$ cat config.mk
export PLATFORM = sky130hd
export DESIGN_NAME = matrix_operand_loader
export DESIGN_NICKNAME = d
export VERILOG_FILES = /design/src/rtl/matrix_operand_loader.sv
export SDC_FILE = /design/constraint.sdc
export NUM_CORES = 1
export LEC_CHECK = 0
export CORE_AREA = 2 2 315 317
export DETAILED_ROUTE_END_ITERATION = 8
export DIE_AREA = 0 0 317 319
export PLACE_DENSITY = 0.59
export SYNTH_ARGS = -nofsm -noshare
export SYNTH_HDL_FRONTEND = slang
export SYNTH_SLANG_ARGS = --single-unit
$ cat constraint.sdc
create_clock -name clk -period 3.4 [get_ports clk]
set_clock_uncertainty 0.2 [all_clocks]
set_input_delay 0.68 -clock clk [delete_from_list [all_inputs] [get_ports clk]]
set_output_delay 0.68 -clock clk [all_outputs]
set_load 0.05 [all_outputs]
$ cat src/rtl/matrix_operand_loader.sv
// Matrix operand loader: collects two DIM x DIM matrices (A then B) one
// element at a time from an upstream valid/ready stream. It then offers them
// to the multiplier data-in bus as two packed words, A first and then B.
//
// Ports:
//   clk        - clock, rising edge
//   slapOff    - asynchronous active-low reset
//   clear      - synchronous abort of any partial load or pending send
//   in_valid   - upstream element valid
//   in_data    - element value, row-major, A first then B
//   in_ready   - loader accepts an element this cycle (decoded from state)
//   bus_out    - packed matrix word (element k at [k*ELEM_W +: ELEM_W])
//   bus_valid  - bus_out holds a word offered to the multiplier
//   bus_ready  - multiplier accepts the offered word
//   pairs_sent - completed A+B pairs, wraps at 256
module matrix_operand_loader #(
    parameter int unsigned ELEM_W = 16,
    parameter int unsigned DIM    = 4
) (
    input  logic                       clk,
    input  logic                       slapOff,
    input  logic                       clear,
    input  logic                       in_valid,
    input  logic [ELEM_W-1:0]          in_data,
    output logic                       in_ready,
    output logic [DIM*DIM*ELEM_W-1:0]  bus_out,
    output logic                       bus_valid,
    input  logic                       bus_ready,
    output logic [7:0]                 pairs_sent
);

    localparam int unsigned N     = DIM * DIM;
    localparam int unsigned BUS_W = N * ELEM_W;
    localparam int unsigned IDX_W = (N > 1) ? $clog2(N) : 1;

    typedef enum logic [1:0] {
        FILL_A = 2'd0,
        FILL_B = 2'd1,
        SEND_A = 2'd2,
        SEND_B = 2'd3
    } state_t;

    state_t             state;
    state_t             state_next;
    logic [IDX_W-1:0]   idx;
    logic [BUS_W-1:0]   a_q;
    logic [BUS_W-1:0]   b_q;
    logic               xfer;
    logic               last;

    assign xfer = in_valid && in_ready;
    assign last = (idx == IDX_W'(N - 1));

    // State register
    always_ff @(posedge clk or negedge slapOff) begin
        if (!slapOff) begin
            state <= FILL_A;
        end else begin
            state <= state_next;
        end
    end

    // Next-state logic; clear overrides any transfer or bus acceptance
    always_comb begin
        state_next = state;
        if (clear) begin
            state_next = FILL_A;
        end else begin
            case (state)
                FILL_A: if (xfer && last) state_next = FILL_B;
                FILL_B: if (xfer && last) state_next = SEND_A;
                SEND_A: if (bus_ready)    state_next = SEND_B;
                SEND_B: if (bus_ready)    state_next = FILL_A;
                default:                  state_next = FILL_A;
            endcase
        end
    end

    // Output decode: upstream is accepted only while filling
    always_comb begin
        in_ready = 1'b0;
        case (state)
            FILL_A, FILL_B: in_ready = 1'b1;
            default:        in_ready = 1'b0;
        endcase
    end

    // Datapath: element capture, bus word staging and pair counter
    always_ff @(posedge clk or negedge slapOff) begin
        if (!slapOff) begin
            idx        <= '0;
            a_q        <= '0;
            b_q        <= '0;
            bus_out    <= '0;
            bus_valid  <= 1'b0;
            pairs_sent <= '0;
        end else if (clear) begin
            // Abort keeps matrix registers, bus_out and the counter intact
            idx       <= '0;
            bus_valid <= 1'b0;
        end else begin
            case (state)
                FILL_A: begin
                    if (xfer) begin
                        a_q[32'(idx) * ELEM_W +: ELEM_W] <= in_data;
                        idx <= last ? '0 : idx + IDX_W'(1);
                    end
                end
                FILL_B: begin
                    if (xfer) begin
                        b_q[32'(idx) * ELEM_W +: ELEM_W] <= in_data;
                        idx <= last ? '0 : idx + IDX_W'(1);
                        if (last) begin
                            bus_out   <= a_q;
                            bus_valid <= 1'b1;
                        end
                    end
                end
                SEND_A: begin
                    if (bus_ready) begin
                        bus_out <= b_q;
                    end
                end
                SEND_B: begin
                    if (bus_ready) begin
                        bus_valid  <= 1'b0;
                        pairs_sent <= pairs_sent + 8'd1;
                        idx        <= '0;
                    end
                end
                default: ;
            endcase
        end
    end

endmodule

-- Word level (Yosys, flattened, before mapping)
Cells that the tools add are included.
- equal/unequal tests: 14
- divide/modulo/power cells: 0
- mux-type cells: 23
- $add $sub $neg: 3
- multiply operators: 0
- shift operators: 2
- reductions and logical operators: 14
- order comparisons: 0
- bitwise gates (word level): 1
- operator list (operator ; count):
    256-bit 2-to-1 mux ; 3
    256-bit bitwise mux ; 2
    256-bit one-hot mux with 2 select lines ; 1
    16-bit by 34-bit variable shift with 256-bit output (first input constant) ; 1
    16-bit by 34-bit indexed part select with 256-bit output ; 1
    8-bit negator with 34-bit output ; 1
    3-bit inequality test (second input constant) ; 6
    4-bit 2-to-1 mux ; 4
    3-bit AND reduction ; 4
    2-bit 2-to-1 mux ; 5
    8-bit by 1-bit adder with 8-bit output (second input constant) ; 1
    2-bit one-hot mux with 4 select lines ; 1
    4-bit one-hot mux with 2 select lines ; 1
    4-bit AND reduction ; 2
    2-bit inequality test (second input constant) ; 3
    3-bit nonzero test ; 2
    1-bit 2-to-1 mux ; 5
    5-bit AND reduction ; 1
    4-bit by 1-bit adder with 4-bit output (second input constant) ; 1
    2-bit equality test (second input constant) ; 2
    4-bit equality test (second input constant) ; 1
    3-bit by 1-bit inequality test with 1-bit output (second input constant) ; 1
    2-bit by 1-bit equality test with 1-bit output (second input constant) ; 1
    1-bit logical AND ; 2
    other kinds (5) ; 5
- bits in registers: 783
- output and inout bits: 266
- bits in latches: 0
- memories kept: 0
- memory bits (read-only): 0
- input bits: 21
- RAM bits: 0
- word-level logic and storage cells: 64

-- Longest topological paths before layout
Gate-level depths: netlist (run 1).
- depth in word-level cells: 8
- depth in mapped cells: 13

-- Least setup slack after synthesis (run 1)
Ideal clock, no wire load.
- path type: register -> register
- start point: register idx[0]
- end point: register a_q[118]
- stages on the path, launching flop included: 14
- path buffers: 7
- slack: 0.226 ns
- required time: 3.075 ns
- setup time: 0.125 ns
- data arrival time: 2.849 ns
- cells stage by stage: dfrtp_1 -> buf_4 -> clkbuf_1 -> clkbuf_1 -> nor3_1 -> ha_1 -> buf_2 -> inv_1 -> a21o_1 -> clkbuf_1 -> or3b_1 -> buf_2 -> buf_6 -> mux2_4
- longest elaborated chain between the ends: 3
- elaborated cells between the ends (all ways): 4
- those cells by class: 1 x add/sub; 2 x shift; 1 x mux
- ends and longest elaborated chain (element ; line ; text):
    start, declared ; 45 ; logic [IDX_W-1:0] idx;
    start signal, assigned ; 106 ; idx <= last ? '0 : idx + IDX_W'(1);
    start signal, assigned ; 112 ; idx <= last ? '0 : idx + IDX_W'(1);
    8-bit negator with 34-bit output * ; 105 ; a_q[32'(idx) * ELEM_W +: ELEM_W] <= in_data;
    16-bit by 34-bit indexed part select with 256-bit output / 16-bit by 34-bit variable shift with 256-bit output (equally long branches) ; 105 ;
    256-bit bitwise mux * ; 105 ;
    end signal, assigned by index ; 105 ;
    end, declared ; 46 ; logic [BUS_W-1:0] a_q;
Mark *: on every way between the ends. The rest lies on a longest branch, timed or not.
A chain may end at the register's enable or synchronous reset.

-- Worst setup path in the final report (run 1)
- start point: register state[1]
- end point: output port in_ready
- longest elaborated chain between the ends: 3
- elaborated cells between the ends (all ways): 4
- those cells by class: 1 x eq/ne; 1 x mux; 2 x reduce/logical
- ends and longest elaborated chain (element ; line ; text):
    start, declared ; 43 ; state_t state;
    start signal, assigned ; 59 ; state <= state_next;
    2-bit by 1-bit equality test with 1-bit output / 2-bit logical NOT (equally long branches) ; 82 ; case (state)
    2-bit OR reduction (no source line) * ; n/a ;
    1-bit 2-to-1 mux * ; 82 ;
    end, declared ; 25 ; output logic in_ready,
Marked as above.

==> results of run 1 <==
## where the power goes
part | switching [mW] | total [mW] | internal [mW]
logic | 3.91 | 5.92 | 2.01
clock network | 3.90 | 9.65 | 5.75
registers | 0.177 | 9.75 | 9.57
## cell usage after synthesis (3+ instances only)
master,count
o21ai_0,36
xnor2_1,5
or2_2,5
mux2_4,20
nand3_1,4
ha_1,8
a21oi_1,3
mux2_1,388
mux2i_1,4
and2_1,70
o311ai_1,4
buf_2,60
nor3_2,5
mux2_2,585
nand2_1,91
buf_6,12
clkbuf_1,63
buf_4,4
nor2_1,72
and3_1,50
nand2_4,8
nand2b_1,5
dfrtp_1,783
or3b_1,4
nand4_1,4
and3b_1,3
nor3_1,6
inv_1,6
## state kept, by name (all words and copies together) (netlist names)
signal / flops
a_q: 256
pairs_sent: 8
b_q: 256
bus_out: 256
state: 2
idx: 4
bus_valid: 1
## through the flow
step / setup WS, ns / cells / power [mW]
CTS: 0.1498 / 4040 / 25.68
global placement: 0.04913 / 3877 / 15.78
detailed placement: 0.004851 / 3877 / 15.90
global route: 0.1443 / 4042 / 26.51
floorplan: 0.2260 / 2341 / 13.58
finish: 0.2151 / 4048 / 25.32
## per-layer routing
metal  routed length, um  track usage (%)  vias to the layer above
met4                2381            5.660                        2
met1               39070            23.41                    10490
met2               44980            30.80                      443
met3                5556            4.331                      123
met5                  12                0                        -
li1                    -                -                     8992
## layout make-up
| cell class | instances | area, um2 |
|---|---|---|
| Tap cell | 1287 | 1610 |
| Clock inverter | 37 | 366.6 |
| Sequential cell | 783 | 19590 |
| Timing Repair Buffer | 390 | 3963 |
| Inverter | 6 | 22.52 |
| Clock buffer | 125 | 2585 |
| Antenna cell | 8 | 20.02 |
| Fill cell | 8682 | 55790 |
| Multi-Input combinational cell | 1412 | 13750 |
## logic make-up (layout without fill, tap and decap cells)
| family | after synthesis | in the layout | synth area share (%) |
|---|---|---|---|
| adder cells (fa/ha/maj) | 8 | 8 | 0.2943 |
| other | 0 | 8 | 0 |
| XOR/XNOR | 9 | 9 | 0.2759 |
| AND/OR/NAND/NOR | 341 | 341 | 5.334 |
| flip-flops | 783 | 783 | 57.61 |
| multiplexers | 997 | 997 | 33.21 |
| buffers and inverters | 146 | 558 | 2.141 |
| AO/OA/AOI/OAI | 57 | 57 | 1.137 |
## worst register-to-register path: cells and delay by family, from the launching register on
family          cells  cell delay (ns)
compound gates      2             0.47
fa+ha+maj           1             0.29
buf+inv             3             0.79
flops               1             0.45
mux                 1             0.36
simple gates        1             0.38
## how the worst max path moves through the flow
stage / start / end / slack [ns] / cells past startpoint
floorplan: idx[0] / a_q[118] / 0.23 / 13
global placement: in_valid / bus_out[167] / 0.05 / 7
detailed placement: in_valid / bus_out[199] / 0.005 / 7
CTS: state[1] / in_ready / 0.15 / 4
global route: state[1] / in_ready / 0.14 / 4
finish: state[1] / in_ready / 0.22 / 4
## cells in the final DEF, fill, tap and decap left out, types with 25 or more instances in the layout
cell	count
buf_12	25
buf_4	78
nor2_1	70
mux2_1	388
dfrtp_1	783
clkbuf_16	91
and3_1	50
o21ai_0	35
mux2_2	585
and2_1	70
clkdlybuf4s50_1	284
nand2_1	91
## what timing repair did
item                                   CTS  global route
resized for setup                        1             0
hold buffers                             1             0
setup buffers                            0             0
setup endpoints to repair                1             0
endpoints found under the hold margin   53             0
==> metrics.txt, run 1 <==
Post-Syn Area=0.03401 mm2; die area=0.1011 mm2; GPL Wtd Cong=0.7906; fmax=0.3140 GHz; internal reg-to-reg setup slack=0.35 ns; crit path max-delay cell type=dlygate4sd2_1; FFs w/ async S/R, synth=100.0%; vias after detailed routing=20050; clock transition at the registers of the reported paths=0.06 ns; Post-synth top flop=dfrtp_1; Sink Count=783; CP max FO=6; register bit total from synthesis=783; Synth area leader=dfrtp_1; top cell type's share of synthesized area=57.61%; Data arrival, critical path=2.30 ns; ANT nets after route=0; status=complete, no violations; nets=2711; wirelength, routed=92000 um; Synth warnings=0; Final Util=42.89%; vias in the first global route=22150; Hold Path Class=reg -> reg; Total GRT Usage=18.38%; vias per cell=4.952; Seq/Total Area, Yosys=57.61%; setup TNS=0 ns; DR WL/cell=22.73 um; Yosys cell types=52; critical path launch point type=flop; fin area=0.04191 mm2; die width=317 um; Tightest Pin Transition=1.082 ns; total grt overflow=0; Syn Nets=2370; crit path capture type=output port; # port buffers=286; Worst VDD drop=639.9 uV; worst hold stages=1; initial antenna violation count=12; Final Max Tran Viols=0; DP Wirelength=59650 um; fin crit share=93.67%; Std-Cell Core Area=0.09770 mm2; DRT Pass-1 Iters=5; largest net degree at the start of global routing=112; Max-slew headroom=27.48%; CTS Buf Count=89; share of layout cells above drive strength 1=32.22%; Synth Instances=2341; length in cells of the worst reg-to-reg path=8; Initial Util=34.81%; CTS tree=yes; # IOs=287; unrepaired setup endpoints after global routing=false; Clk Latency, worst-skew pair=0.66 ns; Crit path largest cell delay=0.60 ns; CTS Buffer Depth=3; worst reg2reg path startpoint=state[1]; Lkg Pwr=21.08 nW; CP Class=reg -> out; fin crit period=3.185 ns; worst hold slack=0.2673 ns; FF-to-FF End=bus_out[104]; Hold Crit Start=pairs_sent[7]; crit-path leading delay family=buffers and inverters; Worst Path Required=2.52 ns; Root Driver=clkbuf_16; syn_area_per_cell=14.53 um2; H-Tree Depth=3; die height=319 um; # setup viols final=0; first-pass GRT wire length=140400 um; top post-synthesis cells by area=dfrtp_1 (58%), mux2_2 (19%), mux2_1 (13%); Endpoint, Worst Hold=pairs_sent[7]; max cap viols=0; first-iteration detailed-routing DRC count=1012; # rows=115; Worst Path Buf+Inv=2; Hold Vio Cnt, Final=0; PD cells=604.2 mW/mm2; Post-DP Area=0.03893 mm2; worst path cell trace=inv_1 -> ha_1 -> or2_2 -> dlygate4sd2_1; DR DRC count=0; Area Growth Syn to Fin=23.21%; number of flops mapped to enable cells by yosys=0
Power figures use the tool's default switching activity.
==> run 2, diff against run 1 <==
--- a/config.mk
+++ b/config.mk
@@ -8,7 +8,9 @@
 export CORE_AREA = 2 2 315 317
 export DETAILED_ROUTE_END_ITERATION = 8
 export DIE_AREA = 0 0 317 319
-export PLACE_DENSITY = 0.59
+export DONT_BUFFER_PORTS = 1
+export PLACE_DENSITY = 0.56
+export REMOVE_ABC_BUFFERS = 1
 export SYNTH_ARGS = -nofsm -noshare
 export SYNTH_HDL_FRONTEND = slang
 export SYNTH_SLANG_ARGS = --single-unit
==> metrics.txt, run 2 (same netlist as run 1, synthesis figures left out) <==
status=complete, no violations; Power Total=25.14 mW; vias per cell=5.020; unrepaired setup endpoints after global routing=false; Max-slew headroom=31.34%; max cap viols=0; most frequent cells in the layout=dfrtp_1 (783), mux2_2 (585), mux2_1 (388), nand2_1 (91), clkbuf_16 (89); # rows=115; Std-Cell Core Area=0.09770 mm2; CTS Buffer Depth=3; Sink Count=783; fin crit period=3.054 ns; total grt overflow=0; # IOs=287; DR DRC count=0; CTS tree=yes; wirelength, routed=89220 um; Final Util=39.83%; Place WS=0.3720 ns; worst setup margin=0.3458 ns; Lkg Pwr=19.99 nW; die width=317 um; Crit path largest cell delay=0.79 ns; Final Max Tran Viols=0; Hold Path Class=in -> reg; Clk Latency, worst-skew pair=0.65 ns; hold buffer count at cts=18; fin crit share=89.83%; initial antenna violation count=11; CTS Buf Count=88; clock transition at the registers of the reported paths=0.06 ns; H-Tree Depth=3; worst hold slack=0.06976 ns; Post-DP Area=0.03550 mm2; DRT Pass-1 Iters=5; worst path cell trace=inv_1 -> ha_1 -> nand3b_1 -> a21o_1 -> or3b_1 -> mux2_1; Worst Path Required=3.73 ns; CP max FO=16; Data arrival, critical path=3.38 ns; Root Driver=clkbuf_16; Hold Vio Cnt, Final=0; DR WL/cell=23.92 um; GPL Wtd Cong=0.7653; Post-CTS Setup Repair Bufs=0; Largest regs=a_q: 256 flops, b_q: 256 flops, bus_out: 256 flops; largest net degree at the start of global routing=784; fmax=0.3274 GHz; first-iteration detailed-routing DRC count=838; crit path capture type=flop; Initial Util=34.81%; Tightest Pin Transition=1.029 ns; Fillers=8988; fin area=0.03892 mm2; PD cells=646.0 mW/mm2; Worst VDD drop=379.8 uV; CP Class=reg -> reg; internal reg-to-reg setup slack=0.35 ns; nets=2398; Area Growth Syn to Fin=14.41%; DP Wirelength=53740 um; crit path max-delay cell type=or3b_1; Total GRT Usage=17.83%; die height=319 um; share of layout cells above drive strength 1=34.80%; critical path launch point type=flop; # setup viols final=0; vias in the first global route=20720; vias after detailed routing=18730; Resized cells post-CTS=0; # port buffers=0; first-pass GRT wire length=134700 um; commonest non-fill, non-tap cell in the layout=dfrtp_1; die area=0.1011 mm2; ANT nets after route=0
## run 2: changes by cell type in the layout (fill, tap and decap cells not counted), sizes merged, moves of 2 or more
cell           delta
clkinv            -6
inv               +2
clkdlybuf4s50   -284
diode             -2
dlygate4sd3      +18
clkbuf            -2
buf              -45
bufinv            +3
## run 2: worst paths after layout
check / endpoint / startpoint / cells past startpoint
min in group asynchronous: bus_out[198] / slapOff / 2
setup / recovery: b_q[119] / idx[0] / 6
hold / removal: idx[0] / clear / 3
hold reg to reg: b_q[12] / b_q[12] / 2
setup reg to reg: b_q[119] / idx[0] / 6
max in group asynchronous: b_q[145] / slapOff / 4
## run 2: where the power goes
group | switching (mW) | internal (mW)
sequential | 0.599 | 9.56
combinational | 3.31 | 1.70
clock | 3.94 | 6.02
## run 2: worst max-delay path, delay by kind of cell (launching register included)
kind,cells,cell delay [ns]
muxes,1,0.46
buffers and inverters,1,0.12
adders and majority gates,1,0.39
AOI/OAI and AO/OA,1,0.35
and+or+nand+nor,2,0.99
DFF,1,0.41
## run 2: final cells by class
| type | count | area (um2) | share of cell area, % |
|---|---|---|---|
| Tap cell | 1287 | 1610 | 4.138 |
| Clock buffer | 123 | 2595 | 6.668 |
| Clock inverter | 35 | 474.2 | 1.219 |
| Timing Repair Buffer | 78 | 833.3 | 2.141 |
| Sequential cell | 783 | 19590 | 50.35 |
| Multi-Input combinational cell | 1412 | 13770 | 35.39 |
| Inverter | 6 | 22.52 | 0.05787 |
| Antenna cell | 6 | 15.01 | 0.03858 |
## run 2: metrics by stage
step | setup TNS, ns | instances
after CTS | 0 | 3718
after floorplan | -3140.37 | 2201
final | 0 | 3730
after detailed placement | 0 | 3542
after global routing | 0 | 3724
after global placement | 0 | 3542
## run 2: routing by layer
metal  wire length (um)  GRT usage [%]  vias to the layer above  part of all wire, %
li1                   -              -                     8346                    -
met2              42460          28.75                      386                   48
met4               2124          5.524                        2                  2.4
met3               5594          4.337                      113                  6.3
met1              39030          23.59                     9878                   44
met5                 13              0                        -                0.015
==> run 3, diff against run 2 <==
--- a/config.mk
+++ b/config.mk
@@ -5,11 +5,13 @@
 export SDC_FILE = /design/constraint.sdc
 export NUM_CORES = 1
 export LEC_CHECK = 0
+export CELL_PAD_IN_SITES_DETAIL_PLACEMENT = 2
+export CELL_PAD_IN_SITES_GLOBAL_PLACEMENT = 2
 export CORE_AREA = 2 2 315 317
 export DETAILED_ROUTE_END_ITERATION = 8
 export DIE_AREA = 0 0 317 319
 export DONT_BUFFER_PORTS = 1
-export PLACE_DENSITY = 0.56
+export PLACE_DENSITY = 0.71
 export REMOVE_ABC_BUFFERS = 1
 export SYNTH_ARGS = -nofsm -noshare
 export SYNTH_HDL_FRONTEND = slang
==> metrics.txt, run 3 (same netlist as run 1, synthesis figures left out) <==
status=complete, but fails checks; failing checks=hold timing, slew limit; clock transition at the registers of the reported paths=0.06 ns; vias per cell=5.102; Crit path largest cell delay=0.77 ns; worst reg2reg path startpoint=idx[0]; Sink Count=783; CP Class=reg -> reg; fin area=0.03878 mm2; H-Tree Depth=3; CTS Buf Count=91; internal reg-to-reg setup slack=0.21 ns; worst path cell trace=inv_1 -> ha_1 -> buf_4 -> nand3b_1 -> a21o_1 -> or3b_1 -> mux2_1; CP startpoint=idx[0]; critical path launch point type=flop; Lkg Pwr=19.90 nW; die width=317 um; Area Growth Syn to Fin=14.00%; setup TNS=0 ns; Std-Cell Core Area=0.09770 mm2; fin crit share=93.89%; # setup viols final=0; fmax=0.3133 GHz; most frequent cells in the layout=dfrtp_1 (783), mux2_2 (585), mux2_1 (388), clkbuf_16 (92), nand2_1 (91); first-iteration detailed-routing DRC count=769; largest net degree at the start of global routing=784; Largest regs=a_q: 256 flops, b_q: 256 flops, bus_out: 256 flops; Root Driver=clkbuf_16; fin crit period=3.192 ns; total grt overflow=0; nets=2397; unrepaired setup endpoints after global routing=false; Max-slew headroom=-85.87%; Worst Path Required=3.74 ns; ANT nets after route=0; Place WS=0.1272 ns; Fillers=9481; share of layout cells above drive strength 1=34.36%; # rows=115; commonest non-fill, non-tap cell in the layout=dfrtp_1; DP Wirelength=59060 um; worst hold slack=-0.4769 ns; # IOs=287; die height=319 um; hold buffer count at cts=18; PD cells=644.5 mW/mm2; DR WL/cell=25.79 um; # port buffers=0; Initial Util=34.81%; first-pass GRT wire length=147100 um; crit path capture type=flop; DRT Pass-1 Iters=4; CTS tree=yes; Hold Vio Cnt, Final=537; crit path max-delay cell type=or3b_1; Worst VDD drop=594.0 uV; initial antenna violation count=10; worst setup margin=0.2079 ns; DR DRC count=0; Total GRT Usage=19.45%; vias in the first global route=22420; GPL Wtd Cong=0.7931; Hold Path Class=in -> async; Post-DP Area=0.03554 mm2; Final Max Tran Viols=607; max cap viols=0; Clk Latency, worst-skew pair=0.67 ns; Tightest Pin Transition=2.788 ns; CP max FO=16; vias after detailed routing=19070; wirelength, routed=96410 um; Data arrival, critical path=3.53 ns; die area=0.1011 mm2; CTS Buffer Depth=3
==> run 3: cell count changes in the layout (fill, tap and decap cells not counted), moves of 2 or more <==
cell        before  now
clkbuf_1        10   19
clkinvlp_4       4    6
diode_2          6   15
buf_12           8   11
inv_16           1    3
clkbuf_8        24   18
bufinv_16        9    5
nor2_2           7    5
buf_16           5    0
inv_6            5    0
nor2_1          67   69
clkbuf_16       89   92
==> run 3: critical path, delay by kind of cell (launching register included) <==
| kind | cells | cell delay, ns |
|---|---|---|
| AOI/OAI and AO/OA | 1 | 0.34 |
| adders and majority gates | 1 | 0.24 |
| buffers and inverters | 2 | 0.38 |
| DFF | 1 | 0.47 |
| muxes | 1 | 0.48 |
| and+or+nand+nor | 2 | 0.94 |
==> run 3: what timing repair did <==
action	CTS	global route
buffers inserted	0	1
resized for setup	0	1
hold endpoints to repair	819	783
setup endpoints to repair	0	34
==> run 3: per-stage QoR <==
| stage | hold WS [ns] | util, % | total power, mW | instances |
|---|---|---|---|---|
| after floorplan | 0.1844 | - | 12.89 | 2201 |
| after global placement | 0.2200 | 36.38 | 15.18 | 3543 |
| after detailed placement | 0.2237 | 36.38 | 15.41 | 3543 |
| after CTS | -0.5194 | 39.64 | 25.46 | 3722 |
| after global routing | -0.5313 | 39.65 | 26.19 | 3723 |
| final | -0.4769 | 39.69 | 24.99 | 3738 |
==> run 3: cell type report <==
type	count	area, um2	area share (%)
Multi-Input combinational cell	1412	13760	35.49
Clock inverter	32	390.4	1.007
Timing Repair Buffer	74	738.2	1.904
Sequential cell	783	19590	50.53
Inverter	6	22.52	0.05808
Antenna cell	15	37.54	0.09680
Tap cell	1287	1610	4.153
Clock buffer	129	2621	6.760
==> run 3: worst paths after layout <==
kind                                   end  cells after the start
max in group asynchronous          b_q[79]                      0
worst min-delay path            bus_out[2]                      0
worst max register to register    b_q[126]                      7
worst min register to register      b_q[7]                      2
worst max-delay path              b_q[126]                      7
min in group clk                  b_q[118]                      2
==> run 3: power by group <==
part	leakage (nW)	internal, mW	switching, mW
clock	1.47	5.77	4.03
combinational	7.50	1.75	3.25
sequential	10.9	9.57	0.620
==> run 3: routing by layer <==
| layer | global-route usage (%) | wire length, um | up-vias |
|---|---|---|---|
| met4 | 7.841 | 3338 | 0 |
| met1 | 24.25 | 40210 | 10220 |
| met5 | 0 | 0 | - |
| li1 | - | - | 8305 |
| met2 | 32.41 | 47430 | 387 |
| met3 | 4.454 | 5439 | 160 |
